[config.mk]
export PLATFORM = sky130hd
export DESIGN_NAME = spi_target
export DESIGN_NICKNAME = d
export VERILOG_FILES = /design/src/rtl/alpharetz_spi_pkg.sv /design/src/rtl/spi_input_sync.sv /design/src/rtl/spi_target.sv
export SDC_FILE = /design/constraint.sdc
export NUM_CORES = 1
export LEC_CHECK = 0
export CORE_MARGIN = 4
export CORE_UTILIZATION = 52
export CTS_CLUSTER_SIZE = 28
export DETAILED_ROUTE_END_ITERATION = 6
export MAX_ROUTING_LAYER = met4
export PLACE_DENSITY = 0.81
export RECOVER_POWER = 50
export SLEW_MARGIN = 40
export SYNTH_ARGS = -nofsm -noshare
export SYNTH_HDL_FRONTEND = slang
export SYNTH_SLANG_ARGS = --single-unit
[constraint.sdc]
create_clock -name clk_in -period 5.7 [get_ports clk_in]
set_clock_uncertainty 0.1 [all_clocks]
set_input_delay 1.14 -clock clk_in [delete_from_list [all_inputs] [get_ports clk_in]]
set_output_delay 1.14 -clock clk_in [all_outputs]
set_load 0.01 [all_outputs]
[src/rtl/alpharetz_spi_pkg.sv]
// Shared types and default parameters for the Alpharetz SPI blocks.
package alpharetz_spi_pkg;

  localparam int unsigned SpiDataWidth  = 8;
  localparam int unsigned SpiSyncStages = 2;

  typedef enum logic [0:0] {
    StIdle,
    StActive
  } spi_target_state_e;

  typedef struct packed {
    logic cpol;
    logic cpha;
  } spi_mode_t;

endpackage

[src/rtl/spi_input_sync.sv]
// N-stage flop synchronizer for an asynchronous pin, with a selectable reset value.
module spi_input_sync #(
  parameter int unsigned STAGES    = 2,
  parameter logic        RESET_VAL = 1'b0
) (
  input  logic clk_in,
  input  logic sync_rst,
  input  logic d,
  output logic q
);

  logic [STAGES-1:0] sync_q;

  always_ff @(posedge clk_in) begin
    if (sync_rst) begin
      sync_q <= {STAGES{RESET_VAL}};
    end else begin
      sync_q <= {sync_q[STAGES-2:0], d};
    end
  end

  assign q = sync_q[STAGES-1];

endmodule

[src/rtl/spi_target.sv]
// SPI target endpoint: oversamples the SPI pins in the clk_in domain, recovers bits for any
// CPOL/CPHA mode and exchanges words through a receive pulse and a valid/ready transmit port.
module spi_target
  import alpharetz_spi_pkg::*;
#(
  parameter int unsigned DATA_WIDTH  = SpiDataWidth,
  parameter int unsigned SYNC_STAGES = SpiSyncStages
) (
  input  logic                  clk_in,
  input  logic                  sync_rst,
  input  logic                  cpol,
  input  logic                  cpha,
  input  logic                  sclk,
  input  logic                  cs_n,
  input  logic                  mosi,
  output logic                  miso,
  output logic                  miso_oe,
  input  logic [DATA_WIDTH-1:0] tx_data,
  input  logic                  tx_valid,
  output logic                  tx_ready,
  output logic [DATA_WIDTH-1:0] rx_data,
  output logic                  rx_valid,
  output logic                  tx_underrun,
  output logic                  busy
);

  localparam int unsigned         CntWidth = $clog2(DATA_WIDTH);
  localparam logic [CntWidth-1:0] LastBit  = CntWidth'(DATA_WIDTH - 1);

  logic cs_sync, sclk_sync, mosi_sync;

  spi_input_sync #(.STAGES(SYNC_STAGES), .RESET_VAL(1'b1)) u_sync_cs (
    .clk_in   (clk_in),
    .sync_rst (sync_rst),
    .d        (cs_n),
    .q        (cs_sync)
  );

  spi_input_sync #(.STAGES(SYNC_STAGES), .RESET_VAL(1'b0)) u_sync_sclk (
    .clk_in   (clk_in),
    .sync_rst (sync_rst),
    .d        (sclk),
    .q        (sclk_sync)
  );

  spi_input_sync #(.STAGES(SYNC_STAGES), .RESET_VAL(1'b0)) u_sync_mosi (
    .clk_in   (clk_in),
    .sync_rst (sync_rst),
    .d        (mosi),
    .q        (mosi_sync)
  );

  spi_target_state_e     state_q, state_d;
  spi_mode_t             mode_q, mode_d;
  logic [CntWidth-1:0]   cnt_q, cnt_d;
  logic [DATA_WIDTH-1:0] rx_shift_q, rx_shift_d;
  logic [DATA_WIDTH-1:0] rx_data_q, rx_data_d;
  logic [DATA_WIDTH-1:0] tx_shift_q, tx_shift_d;
  logic [DATA_WIDTH-1:0] hold_q, hold_d;
  logic [SYNC_STAGES-1:0] flush_q;
  logic sclk_q;
  logic armed_q, armed_d;
  logic pend_q, pend_d;
  logic tx_ready_q, tx_ready_d;
  logic rx_valid_q, rx_valid_d;
  logic underrun_q, underrun_d;
  logic miso_q, miso_d;
  logic oe_q, oe_d;
  logic busy_q, busy_d;

  logic rise, fall, lead, trail, sample_edge, shift_edge, load, hs;

  assign rise        = sclk_sync & ~sclk_q;
  assign fall        = ~sclk_sync & sclk_q;
  assign lead        = mode_q.cpol ? fall : rise;
  assign trail       = mode_q.cpol ? rise : fall;
  assign sample_edge = mode_q.cpha ? trail : lead;
  assign shift_edge  = mode_q.cpha ? lead : trail;
  assign hs          = tx_valid & tx_ready_q;

  always_comb begin
    state_d    = state_q;
    mode_d     = mode_q;
    cnt_d      = cnt_q;
    rx_shift_d = rx_shift_q;
    rx_data_d  = rx_data_q;
    tx_shift_d = tx_shift_q;
    hold_d     = hold_q;
    pend_d     = pend_q;
    tx_ready_d = tx_ready_q;
    rx_valid_d = 1'b0;
    underrun_d = 1'b0;
    load       = 1'b0;
    // Arm only once the synchronizer holds real samples of a deselected cs_n, so a reset
    // taken mid-frame cannot re-enter the frame that is still in progress.
    armed_d    = armed_q | (flush_q[SYNC_STAGES-1] & cs_sync);

    unique case (state_q)
      StIdle: begin
        if (armed_q && !cs_sync) begin
          state_d     = StActive;
          mode_d.cpol = cpol;
          mode_d.cpha = cpha;
          cnt_d       = '0;
          pend_d      = 1'b0;
          tx_shift_d  = '0;
          load        = ~cpha;
        end
      end
      StActive: begin
        if (cs_sync) begin
          state_d = StIdle;
        end else begin
          if (sample_edge) begin
            rx_shift_d = {rx_shift_q[DATA_WIDTH-2:0], mosi_sync};
            if (cnt_q == LastBit) begin
              cnt_d      = '0;
              rx_data_d  = rx_shift_d;
              rx_valid_d = 1'b1;
              pend_d     = ~mode_q.cpha;
            end else begin
              cnt_d = cnt_q + 1'b1;
            end
          end
          if (shift_edge) begin
            if (mode_q.cpha ? (cnt_q == '0) : pend_q) begin
              load   = 1'b1;
              pend_d = 1'b0;
            end else begin
              tx_shift_d = {tx_shift_q[DATA_WIDTH-2:0], 1'b0};
            end
          end
        end
      end
      default: state_d = StIdle;
    endcase

    // A load from an empty holding register sends zeros and flags the underrun.
    if (load) begin
      tx_shift_d = tx_ready_q ? '0 : hold_q;
      underrun_d = tx_ready_q;
      tx_ready_d = 1'b1;
    end
    if (hs) begin
      hold_d     = tx_data;
      tx_ready_d = 1'b0;
    end

    busy_d = (state_d == StActive);
    oe_d   = busy_d;
    miso_d = busy_d ? tx_shift_d[DATA_WIDTH-1] : 1'b0;
  end

  always_ff @(posedge clk_in) begin
    if (sync_rst) begin
      state_q    <= StIdle;
      mode_q     <= '0;
      cnt_q      <= '0;
      rx_shift_q <= '0;
      rx_data_q  <= '0;
      tx_shift_q <= '0;
      hold_q     <= '0;
      flush_q    <= '0;
      sclk_q     <= 1'b0;
      armed_q    <= 1'b0;
      pend_q     <= 1'b0;
      tx_ready_q <= 1'b1;
      rx_valid_q <= 1'b0;
      underrun_q <= 1'b0;
      miso_q     <= 1'b0;
      oe_q       <= 1'b0;
      busy_q     <= 1'b0;
    end else begin
      state_q    <= state_d;
      mode_q     <= mode_d;
      cnt_q      <= cnt_d;
      rx_shift_q <= rx_shift_d;
      rx_data_q  <= rx_data_d;
      tx_shift_q <= tx_shift_d;
      hold_q     <= hold_d;
      flush_q    <= {flush_q[SYNC_STAGES-2:0], 1'b1};
      sclk_q     <= sclk_sync;
      armed_q    <= armed_d;
      pend_q     <= pend_d;
      tx_ready_q <= tx_ready_d;
      rx_valid_q <= rx_valid_d;
      underrun_q <= underrun_d;
      miso_q     <= miso_d;
      oe_q       <= oe_d;
      busy_q     <= busy_d;
    end
  end

  assign miso        = miso_q;
  assign miso_oe     = oe_q;
  assign tx_ready    = tx_ready_q;
  assign rx_data     = rx_data_q;
  assign rx_valid    = rx_valid_q;
  assign tx_underrun = underrun_q;
  assign busy        = busy_q;

endmodule

==> Word-level counts from Yosys, hierarchy flattened <==
Cells that the tools add are included.
{ "word_totals": {"output_inout_bits": 14, "ff_bits": 52, "wordCells": 93} }
{ "classes": {"bitwise_logic": 14, "n_mux": 36, "add_sub_neg": 1, "n_reduce_logical": 13, "n_eq_ne": 8} }
{ "op_table": {"columns": ["op", "n"], "rows": [
  ["two-way mux 8 bit", 6],
  ["two-way mux 1 bit", 21],
  ["one-hot mux 8 bit (2 select lines)", 1],
  ["two-way mux 3 bit", 4],
  ["!= test 3 bit (second input constant)", 3],
  ["inverter 1 bit", 9],
  ["AND reduction 4 bit", 2],
  ["one-hot mux 1 bit (2 select lines)", 3],
  ["one-hot mux 3 bit (2 select lines)", 1],
  ["AND reduction 3 bit", 2],
  ["AND 1 bit", 4],
  ["!= test 2 bit (second input constant)", 2],
  ["AND reduction 2 bit", 2],
  ["OR reduction 2 bit", 2],
  ["OR reduction 4 bit", 1],
  ["adder 3 x 1 -> 3 bit (second input constant)", 1],
  ["equality test 3 bit (second input constant)", 1],
  ["logical NOT 3 bit", 1],
  ["!= test 3 x 1 -> 1 bit (second input constant)", 1],
  ["!= test 2 x 1 -> 1 bit (second input constant)", 1],
  ["nonzero test 2 bit", 1],
  ["logical AND 1 bit", 1],
  ["logical NOT 1 bit", 1],
  ["OR 1 bit", 1]
]} }

==> Longest topological paths before layout <==
{ "logic_depth": {"ltp_word": 9, "depth_mapped": 7} }

==> Modules after synthesis <==
From an unflattened synthesis, not the netlist that was laid out.
{ "unflattened": {"cells_unflattened": 225, "hier_area_um2": 2026.9} }
{ "modules_own_cells": {"columns": ["module", "area_per_inst_um2", "instances", "cells_per_inst"], "rows": [
  ["spi_target", 1869.3, 1, 213],
  ["spi_input_sync", 52.6, 3, 4]
]} }

==> Worst setup path after synthesis <==
No wires, ideal clock.
{ "synth_timing": {"path_type": "flip-flop to flip-flop", "start": "register mode_q[0] (netlist bit)", "end": "register tx_shift_q[1]", "required_ns": 5.542, "path_buffers": 0, "setup_slack_ns": 3.592, "arrival_ns": 1.950, "period_less_slack_ns": 2.108, "setup_ns": 0.058, "path_stages_with_launch": 6, "path_cell_list": "dfxtp_1 xnor2_1 mux2_4 o32a_4 a2111oi_4 a211o_1"} }
{ "synth_via": {"elab_chain_cells": 7, "word_cells_on_any_way": 12} }
{ "synth_lines": {"columns": ["item", "line_no", "text"], "rows": [
  ["from (decl)", "spi_target.sv:54", "spi_mode_t mode_q, mode_d;"],
  ["from (signal assigned)", "spi_target.sv:175", "mode_q <= mode_d;"],
  ["two-way mux 1 bit (2 in series)", "spi_target.sv:126", "if (mode_q.cpha ? (cnt_q == '0) : pend_q) begin"],
  ["two-way mux 1 bit", "spi_target.sv:125", "if (shift_edge) begin"],
  ["two-way mux 1 bit", "spi_target.sv:111", "if (cs_sync) begin"],
  ["one-hot mux 1 bit (2 select lines)", "spi_target.sv:98", "unique case (state_q)"],
  ["!= test 3 bit (no source line) or != test 3 x 1 -> 1 bit (tied branches)", null, null],
  ["AND reduction 4 bit (no source line)", null, null],
  ["to (signal assigned)", "spi_target.sv:179", "tx_shift_q <= tx_shift_d;"],
  ["to (decl)", "spi_target.sv:58", "logic [DATA_WIDTH-1:0] tx_shift_q, tx_shift_d;"]
]} }
Parallel ways exist; a longest one is shown, timed or not.
A chain may end at the register's enable or synchronous reset.

==> results.tsv <==
metric	value	unit
cts.repair.resized	0	
dp_cells	295	
grt_pass1_vias	1457	
cap_violations	0	
cts.clk_slew.worst_paths	0.10	ns
postLayoutCoreUtil	0.6578	
period_share	0.5121	
peakVddDrop	0.1765	mV
antenna_found_initial	0	
status	finished clean	
dpl_cell_area	2361	sq um
grt_start_max_net_pins	50	
tns	0	ns
hold_violations	0	
die_h	70.82	um
rsz0062_at_grt	no	
maxSlewHeadroom	0.4478	
insertion_delay	0.31	ns
vias	1619	
dr.pass1.iters	4	
endpoint_kind	register	
final_common_cell	dfxtp_1	
drt-initial-drc-count	116	
cts_hold_buf	0	
instances_no_fill	303	
setup_violations	0	
start_kind	primary input	
detail-route-antenna-nets	0	
synth_cells	229	
root_buffer	clkbuf_8	
hp-class	register to register	
io_buffers	29	
synth_area	2052	sq um
die-area	5015	sq um
boundaryPins	30	
arrival	3.02	ns
hpwl	2629	um
overflow	0	
power_density	256.7	nW/um^2
finalMaxSlewViolations	0	
rows	22	
worst_slew_pin_slew	0.8278	ns
totalWireLength	3896	um
nets	273	
p_leak	0.9309	nW
wl_per_cell	12.86	um
max_freq	342.6	MHz
cts_tree	built	
grt.total_usage	0.1629	
die_w	70.82	um
layout-drive-gt1-share	0.05882	
synthDistinctLibCells	37	
fin_area	2462	sq um
syn_to_final_growth	20.00	%
cts_made_buffers	5	
total_power	0.6320	mW
clock_sinks	52	
cp_max_fo	49	
avgSynthCellArea	8.961	sq um
ys_warn_count	0	
cts_buffer_depth	2	
htree_num_levels	2	
design.core.area	3744	sq um
mostFrequentLayoutCells	dfxtp_1 (52), nand2_1 (44), a21oi_1 (28), clkdlybuf4s50_1 (28), nand3_1 (13)	
grt_pass1_wl	6437	um
drc	0	
globalplace.congestion	0.8434	
synth_nets	248	
ys_seq_elements	52	
ys_seq_area_frac	0.5073	
worstPathRequired	5.80	ns
critPathKind	primary input to register	
post_drt_via_cell_ratio	5.343	
initial_core_util	0.5481	
fin_crit	2.919	ns
cts_setup_buffers	0	
diodes	0	
[through the flow]
step	hold WS [ns]	worst slack, ns
after detailed placement	0.3150	2.551
after CTS	0.3402	2.856
after floorplan	0.2895	3.592
final	0.3342	2.781
after global placement	0.2925	2.601
after global routing	0.3665	2.695
[worst max-delay path, cell delays in order]
cell	delay (ns)
dlygate4sd3_1	0.52
buf_4	0.41
inv_1	0.18
o2111a_1	0.25
and3_1	0.22
a211o_1	0.28
[synth_stat cells, drive strengths merged]
cell type,count,area share
a2111oi,1,0.013
a211o,5,0.021
a21boi,1,0.0037
a21o,2,0.0073
a21oi,29,0.071
a311oi,1,0.0043
a31oi,1,0.0031
and2,2,0.0061
and3,5,0.015
buf,3,0.0073
clkbuf,9,0.016
dfxtp,52,0.51
ha,3,0.018
inv,8,0.015
mux2,1,0.0073
mux2i,5,0.024
nand2,44,0.080
nand2b,8,0.024
nand3,13,0.032
nand3b,1,0.0037
nand4,2,0.0061
nand4b,1,0.0043
nor2,6,0.011
nor2b,7,0.021
nor3b,6,0.022
o2111a,1,0.0055
o211ai,1,0.0037
o21ai,2,0.0049
o21bai,1,0.0037
o22ai,1,0.0031
o311a,1,0.0049
o32a,1,0.011
or2,3,0.0091
or3b,1,0.0043
xnor2,1,0.0043
[layer usage]
metal,track usage,wire (um)
met1,0.2097,1827
met2,0.2544,1829
met3,0.03409,185
met4,0.05637,55
met5,-,0
[cell type report]
cell class | count | area, sq um
Clock inverter | 3 | 28.78
Multi-Input combinational cell | 157 | 935.9
Clock buffer | 5 | 68.82
Sequential cell | 52 | 1041
Fill cell | 340 | 1281
Inverter | 8 | 30.03
Timing Repair Buffer | 30 | 297.8
Tap cell | 48 | 60.06
[flip-flops by register name (all words and copies together), names as in the netlist]
name,cells
hold_q,8
rx_data,8
tx_shift_q,8
rx_shift_q,7
cnt_q,3
flush_q,2
mode_q,2
u_sync_cs.sync_q,2
u_sync_mosi.sync_q,2
u_sync_sclk.sync_q,2
armed_q,1
busy,1
miso,1
pend_q,1
rx_valid,1
sclk_q,1
tx_ready,1
tx_underrun,1
[kinds of logic after synthesis]
kind of cell,after synthesis,synth area share
mux,6,0.03171
xor+xnor,1,0.004269
compound gates,48,0.1604
buf+inv,20,0.03842
flops,52,0.5073
simple gates,99,0.2396
fa+ha+maj,3,0.01829
[where the power goes]
group | total, mW | internal [mW] | switching (mW) | leakage (nW)
registers | 0.377 | 0.371 | 0.00589 | 0.423
clock network | 0.220 | 0.0927 | 0.127 | 0.0511
logic | 0.0351 | 0.0184 | 0.0168 | 0.457
total | 0.632 | 0.482 | 0.150 | 0.931
[path summary, 6_finish.rpt]
| check | start | to | slack [ns] | depth (start not counted) |
|---|---|---|---|---|
| max | sync_rst | tx_shift_q[1] | 2.78 | 6 |
| min | u_sync_cs.sync_q[0] | u_sync_cs.sync_q[1] | 0.33 | 1 |
| max reg2reg | mode_q[0] | tx_shift_q[3] | 3.35 | 5 |
| min reg2reg | u_sync_cs.sync_q[0] | u_sync_cs.sync_q[1] | 0.33 | 1 |
(Power assumes the default switching activity.)
